==> config.mk <==
export PLATFORM = sky130hd
export DESIGN_NAME = cn_min_sequencer
export DESIGN_NICKNAME = d
export VERILOG_FILES = /design/src/rtl/cn_pkg.sv /design/src/rtl/cn_min_update.sv /design/src/rtl/cn_min_sequencer.sv
export SDC_FILE = /design/constraint.sdc
export NUM_CORES = 1
export LEC_CHECK = 0
export CORE_UTILIZATION = 45
export CTS_BUF_LIST = sky130_fd_sc_hd__clkbuf_16
export DETAILED_ROUTE_END_ITERATION = 6
export PLACE_DENSITY = 0.73
export SYNTH_ARGS = -nofsm -noshare
export SYNTH_HDL_FRONTEND = slang
export SYNTH_SLANG_ARGS = --single-unit
==> constraint.sdc <==
create_clock -name clk -period 3.2 [get_ports clk]
set_input_delay 0.64 -clock clk [delete_from_list [all_inputs] [get_ports clk]]
set_output_delay 0.64 -clock clk [all_outputs]
set_load 0.02 [all_outputs]
==> src/rtl/cn_pkg.sv <==
// cn_pkg: shared constants and types for the min-sum check-node blocks.
//   W_DEF    - default message width (sign at MSB, magnitude below)
//   DC_DEF   - default check-node degree
//   IDXW_DEF - default index width, $clog2(DC_DEF)
//   MAG_MAX  - all-ones magnitude for the default width
//   state_t  - sequencer states
package cn_pkg;
    localparam int W_DEF    = 6;
    localparam int DC_DEF   = 8;
    localparam int IDXW_DEF = $clog2(DC_DEF);
    localparam logic [W_DEF-2:0] MAG_MAX = '1;
    typedef enum logic [1:0] {IDLE, ACC, HOLD} state_t;
endpackage

==> src/rtl/cn_min_update.sv <==
// cn_min_update: combinational strict-less update of a running (min1, min2, idx) triple.
//   min1, min2 - current smallest and second smallest magnitudes
//   idx        - current position of min1
//   mag, cnt   - new magnitude and its position in the row
//   min1_nx, min2_nx, idx_nx - updated triple
// A tie with min1 keeps the earlier index and pushes the new value into min2.
module cn_min_update
    import cn_pkg::*;
#(
    parameter int W    = W_DEF,
    parameter int IDXW = IDXW_DEF
) (
    input  logic [W-2:0]    min1,
    input  logic [W-2:0]    min2,
    input  logic [IDXW-1:0] idx,
    input  logic [W-2:0]    mag,
    input  logic [IDXW-1:0] cnt,
    output logic [W-2:0]    min1_nx,
    output logic [W-2:0]    min2_nx,
    output logic [IDXW-1:0] idx_nx
);
    logic lt1, lt2;
    assign lt1     = mag < min1;
    assign lt2     = mag < min2;
    assign min1_nx = lt1 ? mag : min1;
    assign min2_nx = lt1 ? min1 : (lt2 ? mag : min2);
    assign idx_nx  = lt1 ? cnt : idx;
endmodule

==> src/rtl/cn_min_sequencer.sv <==
// cn_min_sequencer: serial check-node scheduler tracking min1/min2/min1 index/sign parity per row.
//   clk, rst (async, active-low), clr (sync row abort)
//   in_valid/in_ready/in_msg    - one message per accept, [W-1] sign, [W-2:0] magnitude
//   out_valid/out_ready         - registered row-result handshake
//   min1, min2, min1_idx, sign_par - row result, held while out_valid is high
//   busy                        - high while a row is in progress or being presented
module cn_min_sequencer
    import cn_pkg::*;
#(
    parameter int W    = W_DEF,
    parameter int DC   = DC_DEF,
    parameter int IDXW = IDXW_DEF
) (
    input  logic            clk,
    input  logic            rst,
    input  logic            clr,
    input  logic            in_valid,
    output logic            in_ready,
    input  logic [W-1:0]    in_msg,
    output logic            out_valid,
    input  logic            out_ready,
    output logic [W-2:0]    min1,
    output logic [W-2:0]    min2,
    output logic [IDXW-1:0] min1_idx,
    output logic            sign_par,
    output logic            busy
);
    localparam logic [IDXW-1:0] LAST = IDXW'(DC - 1);

    state_t          state, state_nx;
    logic [IDXW-1:0] cnt, cnt_nx, idx_nx, u_idx;
    logic [W-2:0]    m1_nx, m2_nx, u_m1, u_m2, mag;
    logic            sp_nx, sgn, accept;

    assign mag    = in_msg[W-2:0];
    assign sgn    = in_msg[W-1];
    assign accept = in_valid & in_ready;
    assign busy   = state != IDLE;

    cn_min_update #(.W(W), .IDXW(IDXW)) u_upd (
        .min1    (min1),
        .min2    (min2),
        .idx     (min1_idx),
        .mag     (mag),
        .cnt     (cnt),
        .min1_nx (u_m1),
        .min2_nx (u_m2),
        .idx_nx  (u_idx)
    );

    always_comb begin
        state_nx = state;
        cnt_nx   = cnt;
        m1_nx    = min1;
        m2_nx    = min2;
        idx_nx   = min1_idx;
        sp_nx    = sign_par;
        if (clr) begin
            state_nx = IDLE;
            cnt_nx   = '0;
        end else begin
            case (state)
                IDLE: if (accept) begin
                    m1_nx    = mag;
                    m2_nx    = '1;
                    idx_nx   = '0;
                    sp_nx    = sgn;
                    cnt_nx   = IDXW'(1);
                    state_nx = ACC;
                end
                ACC: if (accept) begin
                    m1_nx    = u_m1;
                    m2_nx    = u_m2;
                    idx_nx   = u_idx;
                    sp_nx    = sign_par ^ sgn;
                    // cnt returns to 0 on the last element so it never wraps
                    cnt_nx   = (cnt == LAST) ? '0 : cnt + 1'b1;
                    state_nx = (cnt == LAST) ? HOLD : ACC;
                end
                HOLD: if (out_ready) state_nx = IDLE;
                default: state_nx = IDLE;
            endcase
        end
    end

    // in_ready/out_valid are registered from the next state, so out_ready never reaches in_ready combinationally
    always_ff @(posedge clk or negedge rst) begin
        if (!rst) begin
            state     <= IDLE;
            cnt       <= '0;
            in_ready  <= 1'b0;
            out_valid <= 1'b0;
            min1      <= '0;
            min2      <= '0;
            min1_idx  <= '0;
            sign_par  <= 1'b0;
        end else begin
            state     <= state_nx;
            cnt       <= cnt_nx;
            in_ready  <= state_nx != HOLD;
            out_valid <= state_nx == HOLD;
            min1      <= m1_nx;
            min2      <= m2_nx;
            min1_idx  <= idx_nx;
            sign_par  <= sp_nx;
        end
    end
endmodule
### Word level (Yosys, flattened, before mapping)

Index checks and enable logic that the tools add are counted.

* register bits: 21
* input port bits: 11
* output and inout port bits: 17
* word-level logic and storage cells: 60

* $add $sub $neg: 1
* bitwise gates (word level): 3
* muxes and demuxes: 27
* order comparisons: 2
* reduce and logical (&&, ||, !) cells: 8
* equality and inequality tests: 11

Operator list (number)
* two-way mux 5 bit: 7
* two-way mux 3 bit: 7
* case mux 5 bit (2 select lines): 2
* case mux 3 bit (2 select lines): 2
* less-than comparator 5 bit: 2
* two-way mux 2 bit: 5
* AND reduction 5 bit: 2
* inequality test 2 bit, second input constant: 3
* inequality test 3 bit, second input constant: 2
* case mux 2 bit (3 select lines): 1
* == test 2 bit, second input constant: 2
* AND reduction 4 bit: 1
* nonzero test 2 bit: 2
* adder 3 x 1 -> 3 bit, second input constant: 1
* == test 3 bit, second input constant: 1
* inequality test 3 x 1 -> 1 bit, second input constant: 1
* AND reduction 3 bit: 1
* nonzero test 3 bit: 1
* == test 2 x 1 -> 1 bit, second input constant: 1
* logical NOT 2 bit: 1
* two-way mux 1 bit: 2
* inequality test 2 x 1 -> 1 bit, second input constant: 1
* case mux 1 bit (2 select lines): 1
* bitwise AND 1 bit: 1
* other kinds (2): 2

### Longest topological paths before layout

* word-level depth: 6
* depth in mapped cells: 8
* depth with buffers taken out: 7

### Modules after synthesis

A second synthesis with hierarchy kept.

* cells, all modules: 169
* area, all modules: 1466.4 µm²

Modules (own cells, without submodules)
* cn_min_sequencer: cells an instance 104, area an instance 958.4 µm², times used 1, seq. area each 525.5 µm²
* cn_min_update: cells an instance 65, area an instance 508.0 µm², times used 1, seq. area each 0.0 µm²

### Worst setup path before layout

OpenSTA, ideal clock, no wires.

* path kind: input to register
* from: input port in_msg[2]
* to: register min2[0]
* path slack: 1.061 ns
* required time: 3.075 ns
* setup time: 0.125 ns
* stages: 6
* data arrival time: 2.015 ns
* buffers on the path: 0
* cell sequence: ha_1 a21o_1 a31oi_2 o211ai_2 o21ai_4 mux2_2

* word-level cells in the longest chain between the ends: 4
* elaborated cells on any way between the ends: 7
* those cells by class: 2 x order compare; 1 x eq/ne; 3 x mux; 1 x reduce/logical

Ends and longest elaborated chain
* start, declared: RTL line cn_min_sequencer.sv:19 `input logic [W-1:0] in_msg,`
* less-than comparator 5 bit: RTL line cn_min_update.sv:23 `assign lt1 = mag < min1;`
* two-way mux 5 bit: RTL line cn_min_update.sv:26 `assign min2_nx = lt1 ? min1 : (lt2 ? mag : min2);`
* two-way mux 5 bit: RTL line cn_min_sequencer.sv:71 `ACC: if (accept) begin`
* case mux 5 bit (2 select lines): RTL line cn_min_sequencer.sv:62 `case (state)`
* end signal, assigned: RTL line cn_min_sequencer.sv:103 `min2 <= m2_nx;`
* end, declared: RTL line cn_min_sequencer.sv:23 `output logic [W-2:0] min2,`

Parallel ways exist; a longest one is shown, timed or not. The select of a mux whose other input is x is not followed.
A chain may end at the register's enable or synchronous reset.

### Worst setup path in the final report

* from: input port in_msg[2]
* to: register min2[4]

The elaborated chain is that of the path after synthesis.

==> impl_summary.log <==
[metrics] leakage power summed over all cells: around 0.73 nW
[metrics] share of the core filled with cells: between 60 and 70%
[metrics] crit-path max FO: 8
[metrics] number of fill cells: 212
[metrics] synthesized area divided by synthesized cell count: just under 10 um2
[metrics] crit start category: input pin
[metrics] relative slew slack: 35.0%
[metrics] post-synthesis sequential area ratio: between 40 and 50%
[metrics] number of warnings issued by yosys: 0
[metrics] # Post-CTS Setup Buffers: 0
[metrics] drt initial violations: 12
[metrics] simple-gate share of the synthesized area: 12.5%
[metrics] xor/xnor share of the synthesized area: 0%
[metrics] family with the most delay on the worst path: compound AO/OA/AOI/OAI gates
[metrics] Die Y: ~54 um
[metrics] EDFF count, synth: 0
[metrics] class of the worst hold path: reg -> reg
[metrics] VDD IR max: 397 uV
[metrics] R2R setup slack: 1.09 ns
[metrics] number of nets still failing antenna checks after routing: 0
[metrics] maxcap violations: 0
[metrics] Yosys reg bits: 21
[metrics] number of sinks driven by the clock tree: 21
[metrics] layout net count: 174
[metrics] count of final setup violators: 0
[metrics] area delta synth->final: 32.7%
[metrics] number of unique standard cell types used by synthesis: 34
[metrics] Final Skew: 0.00140 ns
[metrics] clock transition at the register clock pins on the worst setup and hold paths after CTS: around 0.05 ns
[metrics] vias: 1017
[metrics] run status: completed
[metrics] num ports: 28
[metrics] clock network latency to the later pin of the worst-skew pair: around 0.25 ns
[metrics] count of hold buffers inserted by post-cts repair: 0
[metrics] capturing point of the worst reg2reg path: min2[4]$_DFFE_PN0P_
[metrics] dominant combinational cell family by area after synthesis: compound AO/OA/AOI/OAI gates
[metrics] Period minus WS final: between 2 and 3 ns
[metrics] worst min-delay path startpoint: min1_idx[1]$_DFFE_PN0P_
[metrics] number of buffers inserted during clock tree synthesis: 3
[metrics] maximum number of pins on one net before global-route repair: 22
[metrics] detailed placer's ending HPWL: 2020 um
[metrics] critical path's slowest cell: clkdlybuf4s50_1
[metrics] Via density: 5.59
[metrics] final wirelength: ~2700 um
[metrics] final-report max-slew violation count: 0
[metrics] Setup TNS: 0 ns
[metrics] share of post-route cells with drive strength above 1: 9.87%
[metrics] critical path arrival: between 2 and 3 ns
[metrics] endpoint of the worst hold-timing path: min1_idx[1]$_DFFE_PN0P_
[metrics] global-route track usage on met1: a little over a quarter
[metrics] post-synthesis cell count: 121
[metrics] H-Tree Depth: 1
[metrics] unrepaired setup endpoints after global routing: false
[metrics] post-CTS resize count: 0
[metrics] net count after synthesis: 142
[metrics] Area after DPL: 0.00151 mm2
[metrics] routed wire length per instance: 14.6 um
[metrics] final hold vios: 0
[metrics] area of the core region: 0.00250 mm2
[metrics] Main synth FF type: dfrtp_1
[metrics] Global Route Usage Sum: 22.1%
[metrics] P per Cell Area: between 500 and 600 mW/mm2
[metrics] post-synthesis mux area share: 4.70%
[metrics] initial core utilization: 47.9%
[metrics] overall die width: between 50 and 60 um
[metrics] crit share post-route: between 70 and 80%
[metrics] worst reg-to-reg path cell count: 7
[metrics] count of antenna diodes in the layout: 0
[metrics] type of element capturing the critical path: flop
[metrics] wire length of the first global-routing pass: about 4500 um
[metrics] number of global-route vias before repair: 1028
[metrics] drt drc: 0
[metrics] CP Data Required Time: 3.34 ns
[metrics] post-synthesis instance area: 0.00120 mm2
[metrics] Buffers on Ports: 27
[metrics] antenna violations before repair: 0
[metrics] crit path cell chain: clkdlybuf4s50_1 > ha_1 > a21o_1 > a31oi_2 > o211ai_2 > o21ai_4 > mux2_2
[metrics] largest stage delay on the critical path: about 0.45 ns
[metrics] first-pass iteration count of the detailed router: 4
[metrics] post-route standard cell area excluding fillers: 0.00159 mm2
[metrics] critical path start-end classification: in -> reg
[metrics] cell chosen for the clock root: clkbuf_16
[metrics] Synth Area in Adders: around a tenth
[metrics] row cnt: 18
[metrics] Global Route met3 Usage: 2.82%
[metrics] TritonCTS clock tree: built
[metrics] transition at the pin with the smallest max-transition slack: 0.972 ns
[metrics] CP Buf/Inv Count: 1
[metrics] share of async-settable or async-resettable flops after synthesis: 100%
[metrics] maximum number of buffers from clock root to sink: 2
[metrics] Final GP Congestion: 0.854
[metrics] peak-usage layer in the global routing report: met2
[metrics] source of the worst register-to-register timing path: min1[2]$_DFFE_PN0P_
[metrics] Die Outline Area: ~0.0029 mm2
[metrics] compound-gate portion of the synthesized area: between 20% and 30%
[metrics] global route overflow: 0
[metrics] met2 GRT Util: about 40%
[metrics] number of instances on the worst hold path: 1
[metrics] f_max: 0.395 GHz
## where the power goes
group / switching, mW / internal (mW) / leakage, nW
Combinational: 0.171 / 0.155 / 0.434
Sequential: 0.0355 / 0.304 / 0.255
Clock: 0.0903 / 0.166 / 0.0423
Total: 0.297 / 0.625 / 0.731
## cells in the mapped netlist, drive strengths merged, types with 2 or more instances
cell type | count | area (um2)
nor2 | 4 | 15.0
a31oi | 2 | 18.8
nand3 | 5 | 25.0
clkbuf | 2 | 8.75
dfrtp | 21 | 526
ha | 10 | 125
nor3 | 2 | 10.0
o21ai | 11 | 66.3
a22o | 3 | 26.3
inv | 14 | 52.6
nand2b | 4 | 25.0
buf | 2 | 16.3
a21oi | 6 | 30.0
o211ai | 10 | 80.1
mux2 | 5 | 56.3
nand2 | 8 | 30.0
## how the worst max path moves through the flow
stage                                     end  cells after the start       from  slack [ns]
after floorplan           min2[0]$_DFFE_PN0P_                      6  in_msg[2]        1.06
after global placement    min2[2]$_DFFE_PN0P_                      7  in_msg[2]        0.46
after detailed placement  min2[4]$_DFFE_PN0P_                      7  in_msg[2]        0.41
after CTS                 min2[4]$_DFFE_PN0P_                      7  in_msg[2]        0.66
after global routing      min2[1]$_DFFE_PN0P_                      8  in_msg[2]        0.56
final                     min2[4]$_DFFE_PN0P_                      7  in_msg[2]        0.67
## layer usage
layer  wire length (um)  vias to the layer above  share of wire (%)
met2               1310                       25                 49
met5                  0                        -                  0
met1               1210                      489                 45
met4                 46                        0                1.7
met3                102                        4                3.8
li1                   -                      499                  -
## state kept, by name, summed over array words and instances (netlist names)
| register | cells |
|---|---|
| min1 | 5 |
| min2 | 5 |
| cnt | 3 |
| min1_idx | 3 |
| state | 2 |
| in_ready | 1 |
| out_valid | 1 |
| sign_par | 1 |
## layout make-up
class | count | area (um2) | share of cell area (%)
clock buffer | 3 | 75.1 | 4.72
clock inverter | 1 | 3.75 | 0.236
inverter | 14 | 52.6 | 3.30
multi-input combinational | 82 | 596 | 37.5
sequential | 21 | 526 | 33.0
tap | 30 | 37.5 | 2.36
timing repair buffer | 31 | 300 | 18.9
## metrics by stage
stage	setup slack [ns]	cells	power (mW)	hold WS (ns)
4_1_cts	0.661	182	0.933	0.517
2_1_floorplan	1.06	121	0.531	0.344
3_5_place_dp	0.406	178	0.671	0.501
6_report	0.671	182	0.921	0.515
3_3_place_gp	0.461	178	0.661	0.497
5_1_grt	0.562	182	0.982	0.555
## layout by cell type (no fill, tap or decap), types with 2 or more instances in the layout
cell type,n
inv_1,15
clkbuf_16,3
a21oi_1,6
dfrtp_1,21
nand2b_1,4
o211ai_1,9
ha_1,10
nor3_1,2
o21ai_0,10
nand2_1,8
clkdlybuf4s50_1,27
nand3_1,5
nor2_1,4
a22o_1,3
buf_4,4
mux2_2,4
## worst register-to-register path: cells and delay by family, from the launching register on
family / cells / cell delay, ns
fa+ha+maj: 1 / 0.30
mux: 1 / 0.36
buf+inv: 1 / 0.06
flops: 1 / 0.40
compound gates: 4 / 0.89
## logic make-up (layout without fill, tap and decap cells)
kind of cell             count (synthesis)  in the layout
flip-flops                              21             21
multiplexers                             5              5
buffers and inverters                   18             49
AND/OR/NAND/NOR                         30             30
adder cells (fa/ha/maj)                 10             10
AO/OA/AOI/OAI                           37             37
(Power assumes the default switching activity.)
